$ cat config.mk
export PLATFORM = sky130hd
export DESIGN_NAME = alu_cmd_sequencer
export DESIGN_NICKNAME = d
export VERILOG_FILES = /design/src/rtl/alu_cmd_sequencer_pkg.sv /design/src/rtl/alu_cmd_sequencer_btn_debouncer.sv /design/src/rtl/alu_cmd_sequencer.sv
export SDC_FILE = /design/constraint.sdc
export NUM_CORES = 1
export LEC_CHECK = 0
export ABC_AREA = 1
export BUFFER_PORTS_ARGS = -buffer_cell sky130_fd_sc_hd__buf_2
export CORE_AREA = 10 10 67 69
export DETAILED_ROUTE_END_ITERATION = 8
export DIE_AREA = 0 0 77 79
export PLACE_DENSITY = 0.84
export SYNTH_ARGS = -nofsm -noshare
export SYNTH_HDL_FRONTEND = slang
export SYNTH_SLANG_ARGS = --single-unit
$ cat constraint.sdc
create_clock -name clk -period 1.9 [get_ports clk]
set_input_delay 0.19 -clock clk [delete_from_list [all_inputs] [get_ports clk]]
set_output_delay 0.19 -clock clk [all_outputs]
set_load 0.02 [all_outputs]
$ cat src/rtl/alu_cmd_sequencer_pkg.sv
// Shared types and constants for the push-button ALU command sequencer.
package alu_cmd_sequencer_pkg;

   localparam int unsigned OP_W     = 4;
   localparam int unsigned OPCNT_W  = 8;
   localparam int unsigned ASEL_W   = 2;

   typedef enum logic [2:0] {
      ST_IDLE,
      ST_LATCH,
      ST_EXEC,
      ST_COMMIT,
      ST_RELEASE
   } state_e;

   localparam logic [OP_W-1:0] OP_COPY_Y_TO_A = 4'd13;
   localparam logic [OP_W-1:0] OP_SWAP        = 4'd14;
   localparam logic [OP_W-1:0] OP_LOAD_A      = 4'd15;

   localparam logic [ASEL_W-1:0] ASEL_Y  = 2'b00;
   localparam logic [ASEL_W-1:0] ASEL_SW = 2'b01;
   localparam logic [ASEL_W-1:0] ASEL_B  = 2'b10;

   typedef struct packed {
      logic              wr_y;
      logic              wr_a;
      logic              wr_b;
      logic [ASEL_W-1:0] a_sel;
   } strobes_t;

   // Datapath write strobes for one committed op-code.
   function automatic strobes_t decode_op(input logic [OP_W-1:0] op);
      strobes_t s;
      s = '0;
      case (op)
         OP_COPY_Y_TO_A: begin
            s.wr_a  = 1'b1;
            s.a_sel = ASEL_Y;
         end
         OP_SWAP: begin
            s.wr_a  = 1'b1;
            s.wr_b  = 1'b1;
            s.a_sel = ASEL_B;
         end
         OP_LOAD_A: begin
            s.wr_a  = 1'b1;
            s.a_sel = ASEL_SW;
         end
         default: s.wr_y = 1'b1;
      endcase
      return s;
   endfunction

endpackage

$ cat src/rtl/alu_cmd_sequencer_btn_debouncer.sv
// Two-flop synchronizer plus counter debouncer; emits a one-cycle pulse per accepted press.
module btn_debouncer #(
   parameter int unsigned DEBOUNCE_CYCLES = 50000
) (
   input  logic clk,
   input  logic reset,
   input  logic btn_raw_i,
   output logic level_o,
   output logic press_o
);

   localparam int unsigned CNT_W = $clog2(DEBOUNCE_CYCLES + 1);

   logic             sync1_q, sync2_q;
   logic             level_q, level_d;
   logic             press_q, press_d;
   logic [CNT_W-1:0] cnt_q, cnt_d;

   // Level flips only after an unbroken run of disagreeing synchronized samples.
   always_comb begin
      level_d = level_q;
      cnt_d   = '0;
      press_d = 1'b0;
      if (sync2_q != level_q) begin
         if (cnt_q == CNT_W'(DEBOUNCE_CYCLES - 1)) begin
            level_d = sync2_q;
            press_d = sync2_q;
         end else begin
            cnt_d = cnt_q + CNT_W'(1);
         end
      end
   end

   always_ff @(posedge clk or posedge reset) begin
      if (reset) begin
         sync1_q <= 1'b0;
         sync2_q <= 1'b0;
         level_q <= 1'b0;
         press_q <= 1'b0;
         cnt_q   <= '0;
      end else begin
         sync1_q <= btn_raw_i;
         sync2_q <= sync1_q;
         level_q <= level_d;
         press_q <= press_d;
         cnt_q   <= cnt_d;
      end
   end

   assign level_o = level_q;
   assign press_o = press_q;

endmodule

$ cat src/rtl/alu_cmd_sequencer.sv
// Button-driven command sequencer: latches an op-code per press and issues datapath write strobes.
module alu_cmd_sequencer
   import alu_cmd_sequencer_pkg::*;
#(
   parameter int unsigned DEBOUNCE_CYCLES = 50000
) (
   input  logic                 clk,
   input  logic                 reset,
   input  logic                 btn_raw,
   input  logic [OP_W-1:0]      op_sel,
   output logic [OP_W-1:0]      op_latched,
   output logic                 wr_y,
   output logic                 wr_a,
   output logic [ASEL_W-1:0]    a_sel,
   output logic                 wr_b,
   output logic                 busy,
   output logic [OPCNT_W-1:0]   op_count
);

   logic btn_level, btn_press;

   btn_debouncer #(
      .DEBOUNCE_CYCLES (DEBOUNCE_CYCLES)
   ) u_debouncer (
      .clk       (clk),
      .reset     (reset),
      .btn_raw_i (btn_raw),
      .level_o   (btn_level),
      .press_o   (btn_press)
   );

   state_e             state_q, state_d;
   logic [OP_W-1:0]    op_latched_q, op_latched_d;
   logic [OPCNT_W-1:0] op_count_q, op_count_d;
   strobes_t           strb_q, strb_d;
   logic               busy_q, busy_d;

   always_ff @(posedge clk or posedge reset) begin
      if (reset) begin
         state_q      <= ST_IDLE;
         op_latched_q <= '0;
         op_count_q   <= '0;
         strb_q       <= '0;
         busy_q       <= 1'b0;
      end else begin
         state_q      <= state_d;
         op_latched_q <= op_latched_d;
         op_count_q   <= op_count_d;
         strb_q       <= strb_d;
         busy_q       <= busy_d;
      end
   end

   always_comb begin
      state_d      = state_q;
      op_latched_d = op_latched_q;
      op_count_d   = op_count_q;
      strb_d       = '0;
      unique case (state_q)
         ST_IDLE: begin
            if (btn_press) state_d = ST_LATCH;
         end
         ST_LATCH: begin
            op_latched_d = op_sel;
            state_d      = ST_EXEC;
         end
         // Strobes are registered, so decoding here makes them visible exactly during COMMIT.
         ST_EXEC: begin
            strb_d  = decode_op(op_latched_q);
            state_d = ST_COMMIT;
         end
         ST_COMMIT: begin
            op_count_d = op_count_q + OPCNT_W'(1);
            state_d    = ST_RELEASE;
         end
         ST_RELEASE: begin
            if (!btn_level) state_d = ST_IDLE;
         end
         default: state_d = ST_IDLE;
      endcase
      busy_d = (state_d != ST_IDLE);
   end

   assign op_latched = op_latched_q;
   assign op_count   = op_count_q;
   assign wr_y       = strb_q.wr_y;
   assign wr_a       = strb_q.wr_a;
   assign wr_b       = strb_q.wr_b;
   assign a_sel      = strb_q.a_sel;
   assign busy       = busy_q;

endmodule
Word level (Yosys, flattened, before mapping)

Cells that the tools add are included.

Word-level logic and storage cells: 40
Output and inout port bits: 18
Register bits: 41

Reduce and logical (&&, ||, !) cells: 4
Add/sub/neg operators: 2
Equality and inequality tests: 9
Mux-type cells: 12

Operator list:

| operator                                                        | number |
|---|---|
| 16-bit 2-to-1 mux                                               | 2 |
| 16-bit by 1-bit adder with 16-bit output, second input constant | 1 |
| 16-bit == test, second input constant                           | 1 |
| 3-bit one-hot mux with 5 select lines                           | 1 |
| 4-bit == test, second input constant                            | 3 |
| 8-bit by 1-bit adder with 8-bit output, second input constant   | 1 |
| 3-bit by 2-bit == test with 1-bit output, second input constant | 2 |
| 3-bit 2-to-1 mux                                                | 2 |
| 1-bit 2-to-1 mux                                                | 5 |
| 5-bit 2-to-1 mux                                                | 1 |
| 2-bit one-hot mux with 2 select lines                           | 1 |
| 3-bit by 1-bit == test with 1-bit output, second input constant | 1 |
| 3-bit == test, second input constant                            | 1 |
| 3-bit zero test                                                 | 1 |
| 3-bit nonzero test                                              | 1 |
| 3-bit OR reduction                                              | 1 |
| 2-bit AND reduction                                             | 1 |
| 1-bit != test                                                   | 1 |

Logic depth before layout (Yosys ltp)

Gate-level depths: netlist (run 1).

Depth in word-level cells: 4
Gate-level depth with buffers: 8

By module

Synthesis (run 1) repeated with hierarchy kept, for this count alone.

Cell total of the unflattened synthesis: 226
Area total of the unflattened synthesis: 1930.6 µm²

By module, submodules not included:

| module            | area an instance (µm²) | times used | seq. area each (µm²) | cells an instance |
|---|---|---|---|---|
| btn_debouncer     | 1029.7                 | 1          | 500.5                | 129 |
| alu_cmd_sequencer | 900.9                  | 1          | 525.5                | 97 |

Least setup slack after synthesis (run 1)

Ideal clock, no wire load.

Path kind: register to register
From: register u_debouncer.cnt_q[0]
To: register u_debouncer.cnt_q[8]
Data required time: 1.781 ns
Setup time: 0.119 ns
Data arrival time: 1.157 ns
Cell stages (with the launch flop): 7
Setup slack: 0.624 ns
Cells stage by stage: dfrtp_1 ha_1 nand3_2 nor3_2 nand2_1 nand2_2 nor2_1

Word-level cells in the longest chain between the ends: 3
Elaborated cells on any way between the ends: 4
Classes of those cells: add/sub: 1; eq/ne: 1; mux: 2

Ends and longest elaborated chain:

| what                                                                       | line                                                                         | text |
|---|---|---|
| from (decl)                                                                | alu_cmd_sequencer_btn_debouncer.sv:17                                        | `logic [CNT_W-1:0] cnt_q, cnt_d;` |
| from (signal assigned)                                                     | alu_cmd_sequencer_btn_debouncer.sv:46                                        | `cnt_q <= cnt_d;` |
| 16-bit by 1-bit adder with 16-bit output or 16-bit == test (tied branches) | alu_cmd_sequencer_btn_debouncer.sv:29, alu_cmd_sequencer_btn_debouncer.sv:25 |  |
| 16-bit 2-to-1 mux *                                                        | alu_cmd_sequencer_btn_debouncer.sv:25                                        | `if (cnt_q == CNT_W'(DEBOUNCE_CYCLES - 1)) begin` |
| 16-bit 2-to-1 mux *                                                        | alu_cmd_sequencer_btn_debouncer.sv:24                                        | `if (sync2_q != level_q) begin` |
| via u_debouncer.cnt_d[8]                                                   | alu_cmd_sequencer_btn_debouncer.sv:17                                        |  |

Mark *: on every way through the listed nets, which the timed path passes. The rest lies on a longest branch.
A chain may end at the register's enable or synchronous reset.

Worst setup path in the final report (run 1)

Same ends and word-level chain as after synthesis.

==> results of run 1 <==
worst paths after layout:
check                                           from                    to  slack (ns)  cells after the start
worst max-delay path            u_debouncer.cnt_q[0]  u_debouncer.cnt_q[8]        0.45                      6
worst min-delay path                       op_sel[3]         op_latched[3]        0.05                      3
worst max register to register  u_debouncer.cnt_q[0]  u_debouncer.cnt_q[8]        0.45                      6
worst min register to register   u_debouncer.sync1_q   u_debouncer.sync2_q        0.37                      0
max in group asynchronous                      reset           op_count[2]        1.05                      4
min in group asynchronous                      reset              a_sel[0]        0.50                      4
worst max-delay path: stages (launching register included):
cell	delay (ns)
dfrtp_1	0.40
ha_1	0.23
nand3_2	0.16
nor3_2	0.13
nand2_1	0.19
nand2_2	0.17
nor2_1	0.06
cells in the final DEF, fill, tap and decap left out, types with 3 or more instances in the layout:
cell,instances
inv_1,29
nor2_1,39
o21ai_0,3
nand3_1,12
a21oi_1,3
buf_2,24
clkbuf_4,5
xnor2_1,5
nor3_1,5
xor2_1,9
nand4_1,4
nand2_1,46
dfrtp_1,40
nor3_2,3
stage by stage:
step                      cell area (sq um)  worst slack [ns]  power [W]
final                                  2150             0.455    0.00153
after global routing                   2150             0.319    0.00159
after CTS                              2150             0.443    0.00155
after detailed placement               2040             0.468   0.000928
after global placement                 2040             0.505   0.000926
after floorplan                        1850             0.624   0.000911
cell type report:
type | instances | area [sq um]
fillers | 262 | 1080
inverters | 30 | 113
clock inverters | 1 | 30.0
multi-input cells | 143 | 729
flip-flops and latches | 40 | 1000
clock buffers | 7 | 65.1
repair buffers | 28 | 155
well taps | 46 | 57.6
layer usage:
metal / vias up / global-route usage
met4: 0 / 0.0420
met2: 29 / 0.231
met1: 697 / 0.145
li1: 732 / -
met5: - / 0
met3: 4 / 0.0405
sequential cells by signal, indices dropped and copies added (netlist names):
register,flops
u_debouncer.cnt_q,16
u_debouncer.sync1_q,1
wr_a,1
busy,1
u_debouncer.sync2_q,1
u_debouncer.press_o,1
op_latched,4
a_sel,2
u_debouncer.level_o,1
wr_y,1
state_q,3
op_count,8
kinds of logic (layout without fill, tap and decap cells):
logic type / Yosys count / count (layout)
AOI/OAI and AO/OA: 9 / 9
xor gates and xnor gates: 15 / 15
adders and majority gates: 2 / 2
buffers and inverters: 31 / 66
DFF: 40 / 40
muxes: 1 / 1
and+or+nand+nor: 116 / 116
what timing repair did:
item,in CTS,in global routing
hold buffers,2,0
setup endpoints to repair,0,0
buffers inserted,0,0
hold endpoints to repair,41,0
power by group through the flow:
stage               registers [W]  logic (W)  clock network [W]
global placement         0.000881  0.0000448                  0
detailed placement       0.000882  0.0000464                  0
CTS                      0.000865  0.0000495           0.000632
finish                   0.000865  0.0000475           0.000618
global route             0.000867  0.0000567           0.000667
floorplan                0.000880  0.0000306                  0
==> results_dict.tcl, run 1 <==
set metrics [dict create \
    drt_first_iter_violations 53 \
    synth_edf_count 0 \
    overflow 0 \
    period_minus_slack_ns 1.45 \
    cp-start-kind "flop" \
    ys_seq_area_frac 0.541 \
    synth_xor_area_frac 0.0751 \
    status "finished, final reports clean" \
    cts_made_buffers 5 \
    layout_worst_path_cycle_share 0.761 \
    coreArea_sq_um 3230 \
    synth-simple-area-share 0.274 \
    vias 1462 \
    fmax_ghz 0.692 \
    netlist_top_cells_count "nand2_1 (46), dfrtp_1 (40), nor2_1 (39)" \
    met3WireLength_um 170 \
    final_util 0.666 \
    whs_ns 0.0455 \
    portBuffers 24 \
    wl_met1_um 1570 \
    syn_inst 214 \
    yosysUniqueCellTypes 24 \
    p_leak_nw 1.12 \
    grt_pass1_vias 1520 \
    ys_seq_elements 40 \
    clockBufferDepth 2 \
    synth_top_family_by_area "simple AND/OR/NAND/NOR gates" \
    dr.max_layer_used "met4" \
    synth_most_common_cell "nand2_1" \
    cts_tree "done" \
    finalMaxSlewViolations 0 \
    routed_wl_um 3610 \
    clk_pin_slew_ns 0.12 \
    synth_top_area_share 0.541 \
    internal_power_w 0.00122 \
    synth-compound-area-share 0.0257 \
    finClkSkew_ns 0.00587 \
    htreeDepth 2 \
    maxCapViolCount 0 \
    detail-route-antenna-nets 0 \
    muxShareOfSynthArea 0.00609 \
    place_inst 285 \
    drive_gt1_frac 0.177 \
    ios 25 \
    grtUsageTotal 0.130 \
    ctsRootBufferMaster "clkbuf_4" \
    seqPwrFrac 0.565 \
    syn_area_sq_um 1850 \
    sw_frac_of_total 0.200 \
    die-area_sq_um 6080 \
    antenna_cells 0 \
    grt_max_degree 41 \
    initial_utilization 0.573 \
    netlist_top_cells_area "dfrtp_1 (54%), nand2_1 (9.3%), nor2_1 (7.9%)" \
    routedWlPerCell_um 12.3 \
    cts.sinks 40 \
    drc 0 \
    crit_path_max_fanout 8 \
    yosys_warnings 0 \
    critPathArrivalTime_ns 1.68 \
    path_class "flop to flop" \
    dieHeight_um 79 \
    syn_nets 223 \
    clockPowerShare 0.404 \
    clock_latency_ns 0.33 \
    pwr_density_cell_nw_per_um2 712 \
    met2WireLength_um 1850 \
    synth_area_per_cell_sq_um 8.65 \
    synth_largest_area_cell "dfrtp_1" \
    stdcell_count 295 \
    ir_worst_vdd_mv 0.523 \
    p_switching_w 0.000306 \
    tightest_slew_ns 0.485 \
    combPwrFrac 0.031 \
    synthArstFlopShare 1.00 \
    finalSetupViolCount 0 \
    endpoint_kind "flop" \
    maxSlewHeadroom 0.677 \
    dr.pass1.iters 4 \
    hold_viol_final 0 \
    hp-class "primary input to flop" \
    grt_first_pass_wirelength_um 6610 \
    antenna_found_initial 0 \
    gp_congestion 0.901 \
    num_rows 21 \
    ctsResizeCount 0 \
    die_w_um 77 \
    tns_ns 0 \
    synthFlopType "dfrtp_1" \
    synth-adder-area-share 0.0135 \
    rsz0062_at_grt "no" \
    syn2layout_area_growth_pct 16.2 \
    required_ns 2.14 \
    via_per_inst 4.96 \
    final_nets 257 \
    hpwl_um 2620 \
]
Power figures use the tool's default switching activity.
==> inputs of run 2 (changes only) <==
- CORE_AREA: 10 10 67 69 -> 10 10 69 71
- DIE_AREA: 0 0 77 79 -> 0 0 79 81
- PLACE_DENSITY: 0.84 -> 0.8
- clock period: 1.9 -> 1.5 ns (I/O delays scaled with it)
==> run 2 against run 1 <==
  * Clock power grew 14%
  * Fmax grew 5.5%
  * Critical endpoint unchanged
  * Worst setup slack lost 0.32 ns
  * Sequential share of layout area shrank 1.1 points
  * Non-clock buffer count grew 6
  * Register-to-register slack lost 0.32 ns
  * Sequential cell count is the same
  * Largest cell class unchanged
  * Final cell count grew 2.7%
  * Largest power group unchanged
  * Routed wire length grew 5.0%
  * Cell area grew 2.3%
  * Combinational power grew 55%
  * Core utilization shrank 4.1 points
==> results_dict.tcl, run 2 (same netlist as run 1, synthesis figures left out) <==
set metrics [dict create \
    status "finished, final reports clean" \
    setup_slack_ns 0.131 \
    required_ns 1.75 \
    multi_input_area_sq_um 737 \
    endpoint_kind "flop" \
    reg2regPathDepth 6 \
    largest_reg_flops 16 \
    seqPwrFrac 0.585 \
    hold_viol_final 0 \
    initial_utilization 0.525 \
    die-area_sq_um 6400 \
    cts_tree "done" \
    dieHeight_um 81 \
    via_per_inst 4.99 \
    hp-class "flop to flop" \
    final_cell_mix "nand2_1 (45), dfrtp_1 (40), nor2_1 (38), inv_1 (29), buf_2 (24)" \
    cts.sinks 40 \
    critPathMaxStageDelay_ns 0.39 \
    clockBufferDepth 2 \
    clock_latency_ns 0.35 \
    ctsRootBufferMaster "clkbuf_4" \
    overflow 0 \
    crit_family "simple AND/OR/NAND/NOR gates" \
    final_nets 263 \
    finalMaxSlewViolations 0 \
    finalSetupViolCount 0 \
    num_rows 22 \
    ir_worst_vdd_mv 0.808 \
    fmax_ghz 0.730 \
    htreeDepth 2 \
    cpMostUsedCell "nand2_2" \
    portBuffers 24 \
    tns_ns 0 \
    cts_made_buffers 5 \
    p_switching_w 0.000408 \
    p_leak_nw 1.13 \
    grt_pass1_vias 1522 \
    min_to "u_debouncer.sync2_q" \
    layout_worst_path_cycle_share 0.913 \
    critical_path.cell_chain "ha_2, nand3_2, nor3_2, nand2_2, nand2_2, nor2_1" \
    combPwrFrac 0.039 \
    pwr_density_cell_nw_per_um2 851 \
    grt_max_degree 41 \
    internal_power_w 0.00147 \
    grtUsageTotal 0.126 \
    syn2layout_area_growth_pct 18.9 \
    drc 0 \
    pre_cts_slack_ns 0.0351 \
    drive_gt1_frac 0.192 \
    critPathArrivalTime_ns 1.62 \
    final_common_cell "nand2_1" \
    routed_wl_um 3790 \
    cp-start-kind "flop" \
    clk_pin_slew_ns 0.12 \
    die_w_um 79 \
    clockPowerShare 0.376 \
    grt_first_pass_wirelength_um 6600 \
    crit_path_max_fanout 8 \
    final-seq-area_sq_um 1000 \
    coreArea_sq_um 3520 \
    ios 25 \
    maxCapViolCount 0 \
    path_class "flop to flop" \
    rsz0062_at_grt "no" \
    antenna_cells 0 \
    hold_start "u_debouncer.sync1_q" \
    whs_path_depth 0 \
    detail-route-antenna-nets 0 \
    rrSetupSlack_ns 0.13 \
    finClkSkew_ns 0.00618 \
    largest_register "u_debouncer.cnt_q" \
    final_util 0.625 \
    gp_congestion 0.900 \
    dr.pass1.iters 4 \
    maxSlewHeadroom 0.669 \
    routedWlPerCell_um 12.5 \
    tightest_slew_ns 0.497 \
    critical_path_buf_inv_count 0 \
    reg2reg_from "u_debouncer.cnt_q[0]" \
    sw_frac_of_total 0.218 \
    hpwl_um 2700 \
    period_minus_slack_ns 1.37 \
    antenna_found_initial 0 \
    slowest_stage "dfrtp_1" \
    rr_endpoint "u_debouncer.cnt_q[8]" \
    drt_first_iter_violations 70 \
    fill_cells 320 \
    vias 1513 \
]
[run 2: changes by cell type in the layout (fill, tap and decap cells not counted)]
cell	delta
nor2_1	-1
clkbuf_8	-2
nand2_2	+1
clkinvlp_4	+1
nor2_2	+1
dlygate4sd3_1	+4
ha_2	+1
clkinv_2	+1
buf_4	+2
ha_1	-1
nand2_1	-1
[run 2: how the worst max path moves through the flow]
stage / from / end / slack [ns] / cells past startpoint
6_report: u_debouncer.cnt_q[0] / u_debouncer.cnt_q[8] / 0.13 / 6
5_1_grt: u_debouncer.cnt_q[1] / u_debouncer.cnt_q[8] / 0.03 / 6
4_1_cts: u_debouncer.cnt_q[0] / u_debouncer.cnt_q[8] / 0.006 / 6
3_5_place_dp: u_debouncer.cnt_q[0] / u_debouncer.cnt_q[8] / 0.04 / 6
3_3_place_gp: u_debouncer.cnt_q[0] / u_debouncer.cnt_q[8] / 0.10 / 6
2_1_floorplan: u_debouncer.cnt_q[0] / u_debouncer.cnt_q[8] / 0.22 / 6
[run 2: cell type report]
cell class,count,share of cell area
Timing Repair Buffer,34,0.0955
Inverter,30,0.0512
Clock buffer,5,0.0171
Tap cell,48,0.0273
Clock inverter,3,0.0193
Multi-Input combinational cell,143,0.335
Sequential cell,40,0.455
[run 2: power by group through the flow]
| stage | Clock (W) | Sequential, W | Combinational (W) |
|---|---|---|---|
| 2_1_floorplan | 0 | 0.00112 | 0.0000388 |
| 3_3_place_gp | 0 | 0.00112 | 0.0000570 |
| 3_5_place_dp | 0 | 0.00112 | 0.0000598 |
| 4_1_cts | 0.000729 | 0.00110 | 0.0000718 |
| 5_1_grt | 0.000766 | 0.00110 | 0.0000838 |
| 6_report | 0.000704 | 0.00110 | 0.0000738 |
[run 2: through the flow]
step | hold WS, ns | total power [W] | cell area, sq um | std cells
6_report | 0.369 | 0.00187 | 2200 | 303
3_3_place_gp | 0.258 | 0.00117 | 2050 | 288
3_5_place_dp | 0.260 | 0.00118 | 2050 | 288
2_1_floorplan | 0.181 | 0.00115 | 1850 | 214
5_1_grt | 0.396 | 0.00195 | 2200 | 303
4_1_cts | 0.365 | 0.00190 | 2190 | 302
[run 2: per-layer routing]
metal | vias up | track usage | wire, um
li1 | 746 | - | -
met5 | - | 0 | 0
met4 | 0 | 0.0430 | 42
met1 | 723 | 0.141 | 1670
met2 | 40 | 0.217 | 1860
met3 | 4 | 0.0464 | 217
[run 2: what timing repair did]
action,4_1_cts,5_1_grt
hold endpoints to repair,45,0
setup buffers,0,1
hold buffers,6,0
endpoints found under the setup margin,0,12
gates resized for setup,0,3
[run 2: worst reg2reg max path, cell delays in order (launching register included)]
cell and delay (ns):
dfrtp_1 0.39, ha_2 0.22, nand3_2 0.15, nor3_2 0.16, nand2_2 0.15, nand2_2 0.14, nor2_1 0.06
